## config.mk

```make
export PLATFORM = sky130hd
export DESIGN_NAME = wr_burst_reader
export DESIGN_NICKNAME = d
export VERILOG_FILES = /design/src/rtl/wr_burst_reader_pkg.sv /design/src/rtl/wr_burst_reader.sv
export SDC_FILE = /design/constraint.sdc
export NUM_CORES = 1
export LEC_CHECK = 0
export CAP_MARGIN = 20
export CORE_ASPECT_RATIO = 0.8
export CORE_MARGIN = 2
export CORE_UTILIZATION = 62
export CTS_CLUSTER_SIZE = 10
export DETAILED_ROUTE_END_ITERATION = 10
export DONT_BUFFER_PORTS = 1
export MAX_ROUTING_LAYER = met4
export PLACE_DENSITY_LB_ADDON = 0.2
export SETUP_SLACK_MARGIN = 0.02
export SLEW_MARGIN = 20
export SYNTH_ARGS = -nofsm -noshare
export SYNTH_HDL_FRONTEND = slang
export SYNTH_SLANG_ARGS = --single-unit
export TNS_END_PERCENT = 20
```

## constraint.sdc

```tcl
create_clock -name rd_clk -period 4.5 [get_ports rd_clk]
set_input_delay 0.9 -clock rd_clk [delete_from_list [all_inputs] [get_ports rd_clk]]
set_output_delay 0.9 -clock rd_clk [all_outputs]
set_load 0.005 [all_outputs]
```

## src/rtl/wr_burst_reader_pkg.sv

```systemverilog
// wr_burst_reader_pkg: shared state encoding and counter sizing for the burst reader
package wr_burst_reader_pkg;
  typedef enum logic [1:0] {IDLE, REQ, READ} state_t;
  function automatic int burst_cnt_width(input int burst);
    return $clog2(burst + 1);
  endfunction
endpackage

```

## src/rtl/wr_burst_reader.sv

```systemverilog
// wr_burst_reader: pops full write bursts from the data FIFO and streams them to the DDR2 controller
module wr_burst_reader
  import wr_burst_reader_pkg::*;
#(
  parameter int DATA_WIDTH  = 64,
  parameter int WRITE_BURST = 8,
  parameter int ADDR_WIDTH  = 25,
  parameter int ADDR_LIMIT  = 2 ** ADDR_WIDTH
) (
  input  logic                  rd_clk,
  input  logic                  reset,
  input  logic                  enable,
  input  logic [9:0]            rd_data_count,
  input  logic [DATA_WIDTH-1:0] fifo_dout,
  input  logic                  fifo_dout_vd,
  output logic                  rd_fifo,
  output logic                  wr_req,
  output logic [ADDR_WIDTH-1:0] wr_addr,
  input  logic                  wr_ack,
  output logic [DATA_WIDTH-1:0] wr_data,
  output logic                  wr_data_vd,
  output logic                  busy,
  output logic                  burst_done,
  output logic                  err
);
  localparam int CW = burst_cnt_width(WRITE_BURST);
  localparam logic [9:0] THRESH = 10'(WRITE_BURST);
  localparam logic [CW-1:0] LAST_POP = CW'(WRITE_BURST - 1);
  localparam logic [CW-1:0] FULL = CW'(WRITE_BURST);
  localparam logic [ADDR_WIDTH:0] STEP = (ADDR_WIDTH + 1)'(WRITE_BURST);
  localparam logic [ADDR_WIDTH:0] LIMIT = (ADDR_WIDTH + 1)'(ADDR_LIMIT);
  state_t state;
  logic [CW-1:0] pop_cnt;
  logic [CW-1:0] beat_cnt;
  logic [ADDR_WIDTH:0] addr_sum;
  logic [ADDR_WIDTH-1:0] next_addr;
  logic extra_beat;
  assign busy = state != IDLE;
  // next burst start address, wrapping to zero at the limit
  always_comb begin
    addr_sum  = {1'b0, wr_addr} + STEP;
    next_addr = addr_sum >= LIMIT ? '0 : addr_sum[ADDR_WIDTH-1:0];
  end
  assign extra_beat = fifo_dout_vd && beat_cnt == FULL;
  // burst FSM: request slot, pop the burst, forward the returned words, advance address
  always_ff @(posedge rd_clk or posedge reset) begin
    if (reset) begin
      state      <= IDLE;
      rd_fifo    <= 1'b0;
      wr_req     <= 1'b0;
      wr_addr    <= '0;
      wr_data    <= '0;
      wr_data_vd <= 1'b0;
      burst_done <= 1'b0;
      err        <= 1'b0;
      pop_cnt    <= '0;
      beat_cnt   <= '0;
    end else begin
      burst_done <= 1'b0;
      case (state)
        IDLE: begin
          wr_data_vd <= 1'b0;
          if (fifo_dout_vd) err <= 1'b1;
          if (enable && rd_data_count >= THRESH) begin
            state  <= REQ;
            wr_req <= 1'b1;
          end
        end
        REQ: begin
          wr_data_vd <= 1'b0;
          if (fifo_dout_vd) err <= 1'b1;
          if (wr_ack) begin
            wr_req   <= 1'b0;
            rd_fifo  <= 1'b1;
            pop_cnt  <= '0;
            beat_cnt <= '0;
            state    <= READ;
          end
        end
        READ: begin
          if (rd_fifo) begin
            pop_cnt <= pop_cnt + CW'(1);
            if (pop_cnt == LAST_POP) rd_fifo <= 1'b0;
          end
          if (fifo_dout_vd && !extra_beat) begin
            wr_data    <= fifo_dout;
            wr_data_vd <= 1'b1;
            beat_cnt   <= beat_cnt + CW'(1);
          end else begin
            wr_data_vd <= 1'b0;
          end
          if (extra_beat) err <= 1'b1;
          if (beat_cnt == FULL) begin
            burst_done <= 1'b1;
            wr_addr    <= next_addr;
            state      <= IDLE;
          end
        end
        default: state <= IDLE;
      endcase
    end
  end
endmodule

```

[Yosys cells after proc, flatten, opt, wreduce, memory -nomap -nowiden]
Index checks and enable logic that the tools add are counted.
Word-level totals
  memories: 0
  bits in latches: 0
  memory bits (read-only): 0
  bits in registers: 104
  logic and storage cells: 68
  input port bits: 79
  memory bits (writable): 0
Cells by class
  bitwise gates (word level): 0
  shift-type cells: 0
  multiplexer cells: 24
  equal/unequal tests: 11
  divide/modulo/power cells: 0
  multiply operators: 0
  magnitude comparators: 2
  reduce and logical (&&, ||, !) cells: 18
  $add $sub $neg: 3
Operators with widths (count)
  $add 25x4->26 const B: 1
  $ge 26x26->1 const B: 1
  $mux 25: 1
  $pmux 4 s2: 2
  $reduce_and 3->1: 5
  $mux 4: 3
  $ne 2x2->1 const B: 6
  $ge 10x4->1 const B: 1
  $mux 1: 10
  $add 4x1->4 const B: 2
  $pmux 1 s2: 4
  $reduce_bool 2->1: 4
  $mux 2: 3
  $pmux 2 s3: 1
  $reduce_and 2->1: 3
  $eq 4x3->1 const B: 1
  $eq 4x4->1 const B: 1
  $logic_and 1x1->1: 3
  $eq 2x1->1 const B: 1
  $eq 2x2->1 const B: 1
  $logic_not 2->1: 1
  $ne 2x1->1 const B: 1
  $reduce_or 2->1: 1
  $logic_not 1->1: 1

[Depth between registers and ports, before layout]
  word-level depth: 6
  depth in mapped cells: 8
  mapped depth without buffers: 7

[Worst setup path before layout]
Ideal clock, no wire load.
  path kind: input to register
  from: input rd_data_count[6]
  to: register state[0]
  setup time: 0.126 ns
  data required time: 4.374 ns
  data arrival time: 1.746 ns
  setup slack: 2.628 ns
  cell stages on the path: 4
  path through: or4_1 > nor4_1 > or3b_2 > o21ai_0
Between the ends
  longest elaborated chain between the ends: 4
RTL lines
  from (decl): RTL line wr_burst_reader.sv:13  | input logic [9:0] rd_data_count,
  $ge 10x4->1: RTL line wr_burst_reader.sv:64  | if (enable && rd_data_count >= THRESH) begin
  $logic_and 1x1->1: RTL line wr_burst_reader.sv:64
  $ne 2x2->1 (no line)
  $reduce_and 3->1 (no line)
  to (signal assigned): RTL line wr_burst_reader.sv:65  | state <= REQ;
  to (signal assigned): RTL line wr_burst_reader.sv:77  | state <= READ;
  to (signal assigned): RTL line wr_burst_reader.sv:96  | state <= IDLE;
  to (decl): RTL line wr_burst_reader.sv:32  | state_t state;
Every way passes these cells.
A chain may end at the register's enable or synchronous reset.

[Worst setup path after layout]
  from: register state[1]
  to: register wr_data[47]
Between the ends
  longest elaborated chain between the ends: 2
RTL lines
  from (signal assigned): RTL line wr_burst_reader.sv:48  | state <= IDLE;
  from (signal assigned): RTL line wr_burst_reader.sv:65
  from (signal assigned): RTL line wr_burst_reader.sv:77
  $eq 2x2->1: RTL line wr_burst_reader.sv:60  | case (state)
  $reduce_and 2->1 (no line)
  to (signal assigned): RTL line wr_burst_reader.sv:86  | wr_data <= fifo_dout;
  to (decl): RTL line wr_burst_reader.sv:20  | output logic [DATA_WIDTH-1:0] wr_data,
Every way passes these cells.

==> reports/results.ini <==
[routing]
drt_iter0_markers=100
ant_nets=0
dr_wl_met2_um=4020
m1WireLength_um=3210
wire_per_inst_um=19.0
route.vias.total=2625
met3_length_um=753
drc=0
viasPerCell=6.15
dr.pass1.iters=4
highest_layer=met4
wl_um=8120

[power_and_ir_drop]
p_int_uw=1840
ir_drop_uv=352
p_leak_uw=0.00198
switchingPower_uw=797
seqPwrFrac=0.576
switching_share=0.302
pwr-share-clk=0.212
power-per-cell-area_mw_per_mm2=580
combPwrFrac=0.211

[place]
dpl_worst_slack_ns=1.97
dp_cells=411
dp_hpwl_um=5820
io_buffers=0
finalWeightedCongestion=0.844

[clocking]
cts_made_buffers=9
post_cts_buffers=0
cts_tree=yes
clk_latency_ns=0.37
cts_hold_buf=0
h-tree-depth=3
clock-sinks=101
cts-root-buf=clkbuf_8
post_cts_resized=0
clk_pin_slew_ns=0.09
cts_buffer_depth=2

[setup_path]
crit_path_start_kind=flop
critPathTopFamily=simple AND/OR/NAND/NOR gates
arrival_ns=2.78
slowest_stage=dfrtp_1
path_cells=and2b_4 -> nand3_2 -> buf_4 -> mux2_2
critical_path_class=flop to flop
crit_buf_inv=1
path_max_fanout=36
crit_path_max_incr_delay_ns=0.64
endpoint_kind=flop
cp.required_ns=4.75

[grt]
grt_max_degree=69
grt_overflow=0
antenna_found_initial=0
grt_use_total=0.219
grt_pass1_wl_um=12800
first_global_vias=2530

[cells_and_area]
syn_to_final_growth_pct=5.55
final_net_count=418
drive_gt1_frac=0.265
stdcell_count=427
final_util=0.669
antenna_cells=0

[status]
outcome=finished clean

[yosys]
yosys_warnings=0
yosysTopAreaCell=dfrtp_1
synth.top_cells.by_count=dfrtp_1, mux2_2, nand2_1, a21oi_1, buf_2
syn_area_mm2=0.00430
yosys_register_bits=101
async_flop_share=1.00
syn_inst=336
netlist.area_leader.share=0.587
yosys.cell_types.count=45
synth_area_per_cell_um2=12.8
synthFlopType=dfrtp_1
yosysMostFrequentCell=dfrtp_1
synth-seq-area-share=0.587
synth.area.top_cells=dfrtp_1, mux2_2, nand2_1, nand4_1, xnor2_1
synth-edff-count=0

[timing]
finalSetupViolCount=0
fmax_mhz=396
tightestPinTransition_ns=0.818
setup_slack_ns=1.97
min_period_ns=2.53
final.period_utilization=0.562
timing.final.max_slew_violations=0
final.setup_skew_ns=0.00984
rsz0062_at_grt=no
relSlewSlack=0.455
hold_viol=0
setup-tns-final_ns=0

[die]
num_rows=27
core_area_mm2=0.00679
die_w_um=97.1
io_pins=174
start_util=0.634
fp.dieH_um=78.5
dieArea_mm2=0.00763

[flow_run]
drv_cap=0

[worst_hold_path]
hp-class=flop to flop

per-stage QoR:
stage	area [µm²]	total power [µW]	hold slack [ns]
2_1_floorplan	4310	1960	0.451
3_3_place_gp	4350	2060	0.495
3_5_place_dp	4350	2100	0.505
4_1_cts	4540	2660	0.526
5_1_grt	4540	2790	0.534
6_report	4540	2640	0.528
state kept, by name (all words and copies together), names as in the netlist:
signal and flops:
state 2, wr_req 1, rd_fifo 1, wr_data_vd 1
beat_cnt 4, pop_cnt 4, err 1, burst_done 1
wr_data 64, wr_addr 22
final cells by class:
| cell class | instances | area [µm²] |
|---|---|---|
| multi-input combinational | 213 | 1670 |
| clock buffer | 11 | 131 |
| fill | 504 | 2250 |
| tap | 87 | 109 |
| timing repair buffer | 2 | 15.0 |
| clock inverter | 5 | 60.1 |
| sequential | 101 | 2530 |
| inverter | 8 | 32.5 |
power by group through the flow:
stage / Clock, µW / Sequential, µW / Combinational [µW]
after floorplan: 0 / 1440 / 514
after global placement: 0 / 1530 / 534
after detailed placement: 0 / 1540 / 567
after CTS: 577 / 1520 / 566
after global routing: 613 / 1560 / 619
final: 560 / 1520 / 557
final timing paths:
path / from / end / slack, ns / depth (start not counted)
max: state[1]$_DFFE_PP0P_ / wr_data[47]$_DFFE_PP0P_ / 1.97 / 4
min: err$_DFFE_PP0P_ / err$_DFFE_PP0P_ / 0.53 / 1
max reg2reg: state[1]$_DFFE_PP0P_ / wr_data[47]$_DFFE_PP0P_ / 1.97 / 4
min reg2reg: err$_DFFE_PP0P_ / err$_DFFE_PP0P_ / 0.53 / 1
max in group asynchronous: reset / wr_data[24]$_DFFE_PP0P_ / 2.99 / 2
min in group asynchronous: reset / wr_data[34]$_DFFE_PP0P_ / 0.57 / 1
worst reg2reg max path: stages, from the launching register on:
cell     delay [ns]
dfrtp_1        0.64
and2b_4        0.27
nand3_2        0.60
buf_4          0.56
mux2_2         0.35
layer usage:
| layer | GRT usage | up-vias |
|---|---|---|
| met1 | 0.258 | 1303 |
| met4 | 0.0845 | 0 |
| li1 | - | 1184 |
| met3 | 0.0882 | 12 |
| met2 | 0.344 | 126 |
| met5 | - | - |
layout by cell type, fill, tap and decap left out, types with 6 or more instances in the layout:
master,n
o21ai_0,11
dfrtp_1,101
nor2_1,11
nand4_1,10
inv_1,7
nor3_1,10
a21oi_1,12
nand3_1,8
clkbuf_8,9
xnor2_1,7
nand2_1,18
xor2_1,6
mux2_2,64
cells by family after synthesis:
kind of cell | count (synthesis) | synth area share
AO/OA/AOI/OAI | 37 | 0.0518
XOR/XNOR | 13 | 0.0265
AND/OR/NAND/NOR | 90 | 0.123
multiplexers | 66 | 0.172
adder cells (fa/ha/maj) | 4 | 0.0116
flip-flops | 101 | 0.587
buffers and inverters | 24 | 0.0270
other | 1 | 0.000872
Power figures use the tool's default switching activity.
